==> config.mk <==
export PLATFORM = sky130hd
export DESIGN_NAME = multicycle_ctrl
export DESIGN_NICKNAME = d
export VERILOG_FILES = /design/src/rtl/mc_pkg.sv /design/src/rtl/mc_aludec.sv /design/src/rtl/multicycle_ctrl.sv
export SDC_FILE = /design/constraint.sdc
export NUM_CORES = 1
export LEC_CHECK = 0
export CORE_MARGIN = 8
export CORE_UTILIZATION = 30
export DETAILED_ROUTE_END_ITERATION = 8
export PLACE_DENSITY_LB_ADDON = 0.08
export SLEW_MARGIN = 10
export SYNTH_ARGS = -nofsm -noshare
export SYNTH_HDL_FRONTEND = slang
export SYNTH_SLANG_ARGS = --single-unit
==> constraint.sdc <==
create_clock -name clk -period 2.61 [get_ports clk]
set_clock_uncertainty 0.15 [all_clocks]
set_input_delay 0.261 -clock clk [delete_from_list [all_inputs] [get_ports clk]]
set_output_delay 0.261 -clock clk [all_outputs]
set_load 0.02 [all_outputs]
==> src/rtl/mc_pkg.sv <==
// Shared constants for the multicycle RV32I controller: state codes, opcodes,
// ALUOp/ALUControl codes and datapath mux select codes.
package mc_pkg;

    localparam logic [3:0] S_FETCH   = 4'd0;
    localparam logic [3:0] S_DECODE  = 4'd1;
    localparam logic [3:0] S_MEMADR  = 4'd2;
    localparam logic [3:0] S_MEMREAD = 4'd3;
    localparam logic [3:0] S_MEMWB   = 4'd4;
    localparam logic [3:0] S_MEMWR   = 4'd5;
    localparam logic [3:0] S_EXECR   = 4'd6;
    localparam logic [3:0] S_EXECI   = 4'd7;
    localparam logic [3:0] S_JAL     = 4'd8;
    localparam logic [3:0] S_ALUWB   = 4'd9;
    localparam logic [3:0] S_BEQ     = 4'd10;

    localparam logic [6:0] OP_LW  = 7'b0000011;
    localparam logic [6:0] OP_SW  = 7'b0100011;
    localparam logic [6:0] OP_R   = 7'b0110011;
    localparam logic [6:0] OP_I   = 7'b0010011;
    localparam logic [6:0] OP_JAL = 7'b1101111;
    localparam logic [6:0] OP_BEQ = 7'b1100011;

    localparam logic [1:0] ALUOP_ADD   = 2'b00;
    localparam logic [1:0] ALUOP_SUB   = 2'b01;
    localparam logic [1:0] ALUOP_FUNCT = 2'b10;

    localparam logic [2:0] ALU_ADD = 3'b000;
    localparam logic [2:0] ALU_SUB = 3'b001;
    localparam logic [2:0] ALU_AND = 3'b010;
    localparam logic [2:0] ALU_OR  = 3'b011;
    localparam logic [2:0] ALU_SLT = 3'b101;

    localparam logic [1:0] RES_ALUOUT    = 2'b00;
    localparam logic [1:0] RES_DATA      = 2'b01;
    localparam logic [1:0] RES_ALURESULT = 2'b10;

    localparam logic [1:0] SRCA_PC    = 2'b00;
    localparam logic [1:0] SRCA_OLDPC = 2'b01;
    localparam logic [1:0] SRCA_RD1   = 2'b10;

    localparam logic [1:0] SRCB_RD2  = 2'b00;
    localparam logic [1:0] SRCB_IMM  = 2'b01;
    localparam logic [1:0] SRCB_FOUR = 2'b10;

    localparam logic [1:0] IMM_I = 2'b00;
    localparam logic [1:0] IMM_S = 2'b01;
    localparam logic [1:0] IMM_B = 2'b10;
    localparam logic [1:0] IMM_J = 2'b11;

endpackage

==> src/rtl/mc_aludec.sv <==
// ALU decoder: maps ALUOp plus funct3/funct7b5/op[5] to the ALUControl code.
import mc_pkg::*;

module mc_aludec (
    input  logic [1:0] aluop,
    input  logic [2:0] funct3,
    input  logic       funct7b5,
    input  logic       op5,
    output logic [2:0] alucontrol
);

    always_comb begin
        alucontrol = ALU_ADD;
        case (aluop)
            ALUOP_SUB: alucontrol = ALU_SUB;
            ALUOP_FUNCT: begin
                case (funct3)
                    // addi has no sub form, so funct7b5 only counts for R-type
                    3'b000:  alucontrol = (op5 & funct7b5) ? ALU_SUB : ALU_ADD;
                    3'b010:  alucontrol = ALU_SLT;
                    3'b110:  alucontrol = ALU_OR;
                    3'b111:  alucontrol = ALU_AND;
                    default: alucontrol = ALU_ADD;
                endcase
            end
            default: alucontrol = ALU_ADD;
        endcase
    end

endmodule

==> src/rtl/multicycle_ctrl.sv <==
// Moore sequencer for the multicycle RV32I core: steps the shared ALU and the
// unified memory through fetch/decode/execute/memory/writeback.
import mc_pkg::*;

module multicycle_ctrl #(
    parameter bit WAIT_EN = 1'b1
) (
    input  logic       clk,
    input  logic       reset,
    input  logic [6:0] op,
    input  logic [2:0] funct3,
    input  logic       funct7b5,
    input  logic       Zero,
    input  logic       MemReady,
    output logic       PCWrite,
    output logic       AdrSrc,
    output logic       MemWrite,
    output logic       IRWrite,
    output logic [1:0] ResultSrc,
    output logic [1:0] ALUSrcA,
    output logic [1:0] ALUSrcB,
    output logic [1:0] ImmSrc,
    output logic [2:0] ALUControl,
    output logic       RegWrite,
    output logic       Retire,
    output logic       Illegal
);

    logic [3:0] state;
    logic [3:0] state_nx;
    logic [3:0] st;
    logic [1:0] aluop;
    logic       rdy;

    assign rdy = WAIT_EN ? MemReady : 1'b1;

    always_ff @(posedge clk) begin
        if (reset) state <= S_FETCH;
        else       state <= state_nx;
    end

    always_comb begin
        case (op)
            OP_LW, OP_I: ImmSrc = IMM_I;
            OP_SW:       ImmSrc = IMM_S;
            OP_BEQ:      ImmSrc = IMM_B;
            OP_JAL:      ImmSrc = IMM_J;
            default:     ImmSrc = IMM_I;
        endcase
    end

    always_comb begin
        // Under reset the outputs show FETCH decoding whatever the state register holds
        st        = reset ? S_FETCH : state;
        state_nx  = S_FETCH;
        PCWrite   = 1'b0;
        AdrSrc    = 1'b0;
        MemWrite  = 1'b0;
        IRWrite   = 1'b0;
        ResultSrc = RES_ALUOUT;
        ALUSrcA   = SRCA_PC;
        ALUSrcB   = SRCB_RD2;
        aluop     = ALUOP_ADD;
        RegWrite  = 1'b0;
        Retire    = 1'b0;
        Illegal   = 1'b0;
        case (st)
            S_FETCH: begin
                ALUSrcB   = SRCB_FOUR;
                ResultSrc = RES_ALURESULT;
                if (rdy) begin
                    IRWrite  = 1'b1;
                    PCWrite  = 1'b1;
                    state_nx = S_DECODE;
                end else begin
                    state_nx = S_FETCH;
                end
            end
            S_DECODE: begin
                ALUSrcA = SRCA_OLDPC;
                ALUSrcB = SRCB_IMM;
                case (op)
                    OP_LW, OP_SW: state_nx = S_MEMADR;
                    OP_R:         state_nx = S_EXECR;
                    OP_I:         state_nx = S_EXECI;
                    OP_JAL:       state_nx = S_JAL;
                    OP_BEQ:       state_nx = S_BEQ;
                    default: begin
                        Illegal  = 1'b1;
                        state_nx = S_FETCH;
                    end
                endcase
            end
            S_MEMADR: begin
                ALUSrcA  = SRCA_RD1;
                ALUSrcB  = SRCB_IMM;
                state_nx = op[5] ? S_MEMWR : S_MEMREAD;
            end
            S_MEMREAD: begin
                AdrSrc   = 1'b1;
                state_nx = rdy ? S_MEMWB : S_MEMREAD;
            end
            S_MEMWB: begin
                ResultSrc = RES_DATA;
                RegWrite  = 1'b1;
                Retire    = 1'b1;
            end
            S_MEMWR: begin
                AdrSrc   = 1'b1;
                MemWrite = 1'b1;
                Retire   = rdy;
                state_nx = rdy ? S_FETCH : S_MEMWR;
            end
            S_EXECR: begin
                ALUSrcA  = SRCA_RD1;
                aluop    = ALUOP_FUNCT;
                state_nx = S_ALUWB;
            end
            S_EXECI: begin
                ALUSrcA  = SRCA_RD1;
                ALUSrcB  = SRCB_IMM;
                aluop    = ALUOP_FUNCT;
                state_nx = S_ALUWB;
            end
            S_JAL: begin
                ALUSrcA  = SRCA_OLDPC;
                ALUSrcB  = SRCB_FOUR;
                PCWrite  = 1'b1;
                state_nx = S_ALUWB;
            end
            S_ALUWB: begin
                RegWrite = 1'b1;
                Retire   = 1'b1;
            end
            S_BEQ: begin
                ALUSrcA = SRCA_RD1;
                aluop   = ALUOP_SUB;
                PCWrite = Zero;
                Retire  = 1'b1;
            end
            default: state_nx = S_FETCH;
        endcase
        if (reset) begin
            PCWrite  = 1'b0;
            IRWrite  = 1'b0;
            RegWrite = 1'b0;
            MemWrite = 1'b0;
            Retire   = 1'b0;
            Illegal  = 1'b0;
        end
    end

    mc_aludec u_aludec (
        .aluop      (aluop),
        .funct3     (funct3),
        .funct7b5   (funct7b5),
        .op5        (op[5]),
        .alucontrol (ALUControl)
    );

endmodule

==> results of run 1 <==
[power by group through the flow]
stage          logic (W)  registers (W)  clock network [W]
2_1_floorplan  0.0000481      0.0000642                  0
3_3_place_gp   0.0000933      0.0000656                  0
3_5_place_dp   0.0000934      0.0000658                  0
4_1_cts        0.0000939      0.0000647          0.0000793
5_1_grt         0.000101      0.0000649          0.0000861
6_report       0.0000932      0.0000649          0.0000764
[placed cells by master (no fill, tap or decap), drive strengths merged, types with 2 or more instances in the layout]
cell,n
or2,3
nand2,11
and3,2
nand2b,2
ha,2
nand4bb,2
buf,11
clkdlybuf4s50,29
inv,8
o32ai,3
o21ai,3
nor2b,2
nor2,11
dfxtp,4
o21bai,2
nand3,4
nor4,2
xnor2,2
nor3,5
clkbuf,4
[per-stage QoR]
step / setup slack, ns / cells
final: 0.104 / 160
after global routing: 0.00841 / 160
after CTS: 0.0585 / 160
after detailed placement: -0.208 / 157
after global placement: -0.218 / 157
after floorplan: 0.308 / 92
[path summary, 6_finish.rpt]
check             endpoint  slack [ns]
max reg2reg       state[0]        1.10
min reg2reg       state[3]        0.52
min               state[3]        0.52
max          ALUControl[1]        0.10
[what timing repair did]
| item | 4_1_cts | 5_1_grt |
|---|---|---|
| endpoints found under the hold margin | 0 | 0 |
| cloned | 0 | 0 |
| resized for setup | 2 | 4 |
| setup endpoints to repair | 2 | 2 |
[layer usage]
layer	up-vias	global-route usage
met5	-	0
met4	0	0.0513
met3	2	0.0394
met2	24	0.194
met1	352	0.114
li1	410	-
[worst min-delay path: cells and delay by family (launching register included)]
kind | cells | cell delay (ns)
AO/OA/AOI/OAI | 2 | 0.22
flip-flops | 1 | 0.40
[layout make-up]
| type | instances | area, µm² |
|---|---|---|
| fill | 231 | 1070 |
| multi-input combinational | 74 | 493 |
| timing repair buffer | 43 | 399 |
| sequential | 4 | 80.1 |
| tap | 28 | 35.0 |
| inverter | 8 | 30.0 |
| clock buffer | 3 | 22.5 |
[kinds of logic (layout without fill, tap and decap cells)]
logic type,after synthesis,after routing,share of synthesized area
simple gates,48,48,0.429
compound gates,20,20,0.233
buf+inv,14,54,0.119
flops,4,4,0.123
xor+xnor,3,3,0.0404
fa+ha+maj,2,2,0.0385
mux,1,1,0.0173
==> flow_summary_export.csv, run 1 <==
group,metric,value,unit
cells_and_area,stdcell_area,1060,µm²
yosys,synth_seq_cells,4,
yosys,syn_area,651,µm²
worst_setup_path,r2r-start,"state[0]",
placed_design,routabilityCongestion,0.874,
yosys,syn_nets,109,
cells_and_area,top_register,"state",
clock_tree,clockBufferDepth,2,
worst_setup_path,cp_top_family,"buffers and inverters",
worst_setup_path,critPathBufInv,2,
die,initial_core_util,0.306,
pwr,power-per-cell-area,221,nW/µm²
pwr,switching_share,0.294,
detailed_routing,drt-total-wl,2.11,mm
run_status,status,"completed",
die,chipHeight,62.6,µm
cells_and_area,largest_register_ffs,4,
global_routing,grt_overflow,0,
worst_setup_path,startpoint,"reset",
detailed_routing,wl_per_cell,13.2,µm
sta,max-slew-margin-rel,0.814,
die,core,2130,µm²
clock_tree,tritoncts,"built",
worst_setup_path,startpoint_type,"input pin",
global_routing,grtUsageTotal,0.111,
sta,hold_viol,0,
worst_setup_path,worstPathMaxFanout,3,
global_routing,antenna_found_initial,0,
worst_setup_path,cpPeakStageDelay,0.54,ns
clock_tree,clk_latency,0.23,ns
worst_setup_path,crit_top_cell,"clkdlybuf4s50_1",
sta,finalSetupViolations,0,
sta,slew_violations,0,
yosys,ys_warn_count,0,
die,num_rows,17,
yosys,synthTopCellsByCount,"nand2_1 (11), nor2_1 (10), inv_1 (8)",
yosys,synth.area.top_cells,"dfxtp_1 (12%), nand2_1 (6.3%), nor2_1 (5.8%)",
worst_hold_path,worstHoldStart,"state[2]",
pwr,pwr-share-clk,0.326,
clock_tree,cts_hold_buffers,0,
cells_and_area,antenna_cells,0,
yosys,yosysTopAreaCell,"dfxtp_1",
cells_and_area,fin_util,0.498,
sta,grt_setup_unrepaired,"false",
global_routing,first_global_vias,888,
detailed_routing,top_layer_used,"met4",
detailed_routing,met1_length,949,µm
cells_and_area,nets,151,
cells_and_area,area_growth,62.9,%
die,dieArea,3920,µm²
sta,post-route-period-util,0.960,
detailed_routing,vias_per_cell,4.93,
pwr,pwr-share-seq,0.277,
die,io_pins,33,
global_routing,grt_max_degree,14,
worst_hold_path,holdPathStages,2,
worst_setup_path,path_depth,7,
pwr,p_total,0.000234,W
detailed_routing,drt_first_pass_iters,4,
clock_tree,cts_setup_buffers,0,
detailed_routing,drt_iter0_drc,17,
detailed_routing,dr_wl_met2,1.02,mm
pwr,comb_power_share,0.398,
yosys,synth_edf_count,0,
placed_design,dp_hpwl,1.75,mm
die,die_w,62.6,µm
yosys,ys.flop_type,"dfxtp_1",
pwr,p_leak,0.443,nW
clock_tree,root_buffer,"clkbuf_4",
pwr,p_switching,0.0000688,W
yosys,synth_cell_types,41,
worst_hold_path,hp-class,"flip-flop to flip-flop",
clock_tree,cts.htree.levels,1,
worst_setup_path,crit_type,"input pin to primary output",
detailed_routing,ant_nets,0,
run,cap_violations,0,
placed_design,post_dp_cell_area,1040,µm²
yosys,yosysMostFrequentCell,"nand2_1",
sta,holdWs,0.523,ns
worst_setup_path,arrival,2.09,ns
clock_tree,cts_buffers,3,
worst_setup_path,end_kind,"primary output",
yosys,ys_seq_area_frac,0.123,
worst_setup_path,r2r_cells,5,
detailed_routing,drc,0,
sta,worstMarginPinSlew,0.277,ns
yosys,synth-async-reset-ratio,0,
yosys,synthCells,92,
detailed_routing,vias,788,
cells_and_area,top_regs,"state (4)",
sta,min_period,2.51,ns
detailed_routing,wl_met3,132,µm
worst_setup_path,path_cells,"clkdlybuf4s50_1 -> or2_1 -> nor2_1 -> nand3_1 -> ha_1 -> and3_1 -> clkdlybuf4s50_1",
clock_tree,path_clk_slew,0.04,ns
placed_design,portBuffers,32,
yosys,synth_top_area_frac,0.123,
yosys,syn_avg_cell_area,7.07,µm²
worst_setup_path,crit_path_top_delay_cell,"clkdlybuf4s50_1",
sta,tns,0,ns
pwr,vdd_drop_max,0.120,mV
cells_and_area,drive_gt1_frac,0.152,
clock_tree,numClockSinks,4,
sta,max_freq,0.399,GHz
worst_setup_path,required,2.20,ns
global_routing,grt_pass1_wl,3.73,mm
pwr,p_int,0.000166,W
No activity file was read; power rests on OpenSTA's default activity.
==> run 2, diff against run 1 <==
PLACE_DENSITY = 0.62   (was unset)
PLACE_DENSITY_LB_ADDON = unset   (was 0.08)
==> run 2 against run 1 <==
  * Design area decreased by 1.4%
  * Setup slack better by 0.030 ns
  * Combinational power about the same
  * First-iteration DRC count is 41% higher
  * Register-to-register slack improved by 0.04 ns
  * Utilization is 0.71 points lower
  * Sequential power fell by 0.8%
  * Sequential share of layout area rose by 0.11 points
  * Largest power group unchanged
==> flow_summary_export.csv, run 2 (same netlist as run 1, synthesis figures left out) <==
group,metric,value,unit
worst_setup_path,arrival,2.06,ns
worst_setup_path,cp_top_family,"buffers and inverters",
clock_tree,clockBufferDepth,2,
cells_and_area,nets,149,
die,core,2130,µm²
worst_setup_path,cpPeakStageDelay,0.64,ns
global_routing,first_global_vias,779,
placed_design,dp_hpwl,1.67,mm
sta,max-slew-margin-rel,0.775,
sta,post-route-period-util,0.948,
sta,finalSetupViolations,0,
die,num_rows,17,
detailed_routing,drt_iter0_drc,24,
sta,min_period,2.48,ns
detailed_routing,vias_per_cell,5.06,
pwr,p_leak,0.435,nW
pwr,p_total,0.000233,W
cells_and_area,fin_util,0.491,
placed_design,post_dp_cell_area,1030,µm²
cells_and_area,register_area,80.1,µm²
run,cap_violations,0,
worst_setup_path,path_cells,"buf_4 -> inv_1 -> or3_1 -> a211oi_1 -> clkdlybuf4s50_1",
worst_setup_path,crit_type,"flip-flop to primary output",
global_routing,grt_overflow,0,
die,dieArea,3920,µm²
placed_design,dpl.cell_count,155,
clock_tree,cts_buffers,3,
cells_and_area,largest_register_ffs,4,
sta,hold_viol,0,
detailed_routing,drt_first_pass_iters,4,
detailed_routing,wl_per_cell,12.7,µm
die,die_w,62.6,µm
sta,worstMarginPinSlew,0.334,ns
pwr,power-per-cell-area,223,nW/µm²
cells_and_area,top_register,"state",
worst_setup_path,required,2.20,ns
placed_design,portBuffers,32,
global_routing,antenna_found_initial,0,
cells_and_area,num-fill-cells,223,
worst_setup_path,crit_path_top_delay_cell,"clkdlybuf4s50_1",
clock_tree,tritoncts,"built",
worst_setup_path,startpoint_type,"flip-flop",
cells_and_area,final_cell_mix,"clkdlybuf4s50_1 (29), nand2_1 (11), nor2_1 (10)",
worst_setup_path,worstPathMaxFanout,12,
cells_and_area,multiInputGateArea,493,µm²
clock_tree,cts_setup_buffers,0,
clock_tree,path_clk_slew,0.04,ns
sta,holdWs,0.553,ns
cells_and_area,antenna_cells,0,
global_routing,grtUsageTotal,0.105,
pwr,vdd_drop_max,0.197,mV
cells_and_area,top_regs,"state (4)",
die,chipHeight,62.6,µm
global_routing,grt_pass1_wl,3.50,mm
clock_tree,cts.htree.levels,1,
die,initial_core_util,0.306,
placed_design,routabilityCongestion,0.842,
cells_and_area,stdcell_count,158,
cells_and_area,area_growth,60.6,%
cells_and_area,drive_gt1_frac,0.138,
sta,max_freq,0.404,GHz
clock_tree,clk_latency,0.23,ns
detailed_routing,vias,800,
detailed_routing,drc,0,
global_routing,grt_max_degree,15,
cells_and_area,stdcell_area,1040,µm²
sta,slew_violations,0,
detailed_routing,drt-total-wl,2.00,mm
detailed_routing,ant_nets,0,
clock_tree,root_buffer,"clkbuf_4",
clock_tree,numClockSinks,4,
run_status,status,"completed",
worst_setup_path,end_kind,"primary output",
cells_and_area,layout_commonest_cell,"clkdlybuf4s50_1",
worst_hold_path,hp-class,"flip-flop to flip-flop",
sta,grt_setup_unrepaired,"false",
die,io_pins,33,
worst_setup_path,critPathBufInv,3,
-- run 2: worst reg2reg max path, stage by stage (launching register included) --
cell and delay (ns):
dfxtp_1 0.34, buf_4 0.20, nor2b_1 0.15, o21ai_0 0.15, o2111ai_1 0.14, o211a_1 0.24
-- run 2: timing repair --
action	4_1_cts	5_1_grt
endpoints found under the setup margin	2	2
hold buffers	0	0
pin swaps	0	0
resized for setup	2	4
hold endpoints to repair	0	0
-- run 2: metrics by stage --
stage / TNS (ns) / setup WS [ns]
after floorplan: 0 / 0.308
after global placement: -0.230 / -0.218
after detailed placement: -0.310 / -0.270
after CTS: 0 / 0.0298
after global routing: 0 / 0.0180
final: 0 / 0.135
-- run 2: power by group --
part	switching [W]	internal, W	leakage, nW
clock	0.0000241	0.0000513	0.0138
sequential	0.00000153	0.0000628	0.0324
combinational	0.0000417	0.0000515	0.389
total	0.0000673	0.000166	0.435
-- run 2: routing by layer --
layer  vias to the layer above  global-route usage  routed length, µm
met5                         -                   0                  0
met4                         0              0.0598                 38
met3                         4              0.0341                165
met2                        35               0.155                862
met1                       347               0.130                936
li1                        414                   -                  -
-- run 2: cell type report --
cell class	count	share of cell area
Inverter	8	0.0287
Timing Repair Buffer	41	0.368
Multi-Input combinational cell	74	0.472
Tap cell	28	0.0335
Clock buffer	3	0.0216
Sequential cell	4	0.0766
-- run 2: final timing paths --
check | start | to | slack, ns | cells after the start
setup / recovery | state[2] | RegWrite | 0.13 | 5
hold / removal | state[0] | state[1] | 0.55 | 2
setup reg to reg | state[0] | state[0] | 1.14 | 5
hold reg to reg | state[0] | state[1] | 0.55 | 2
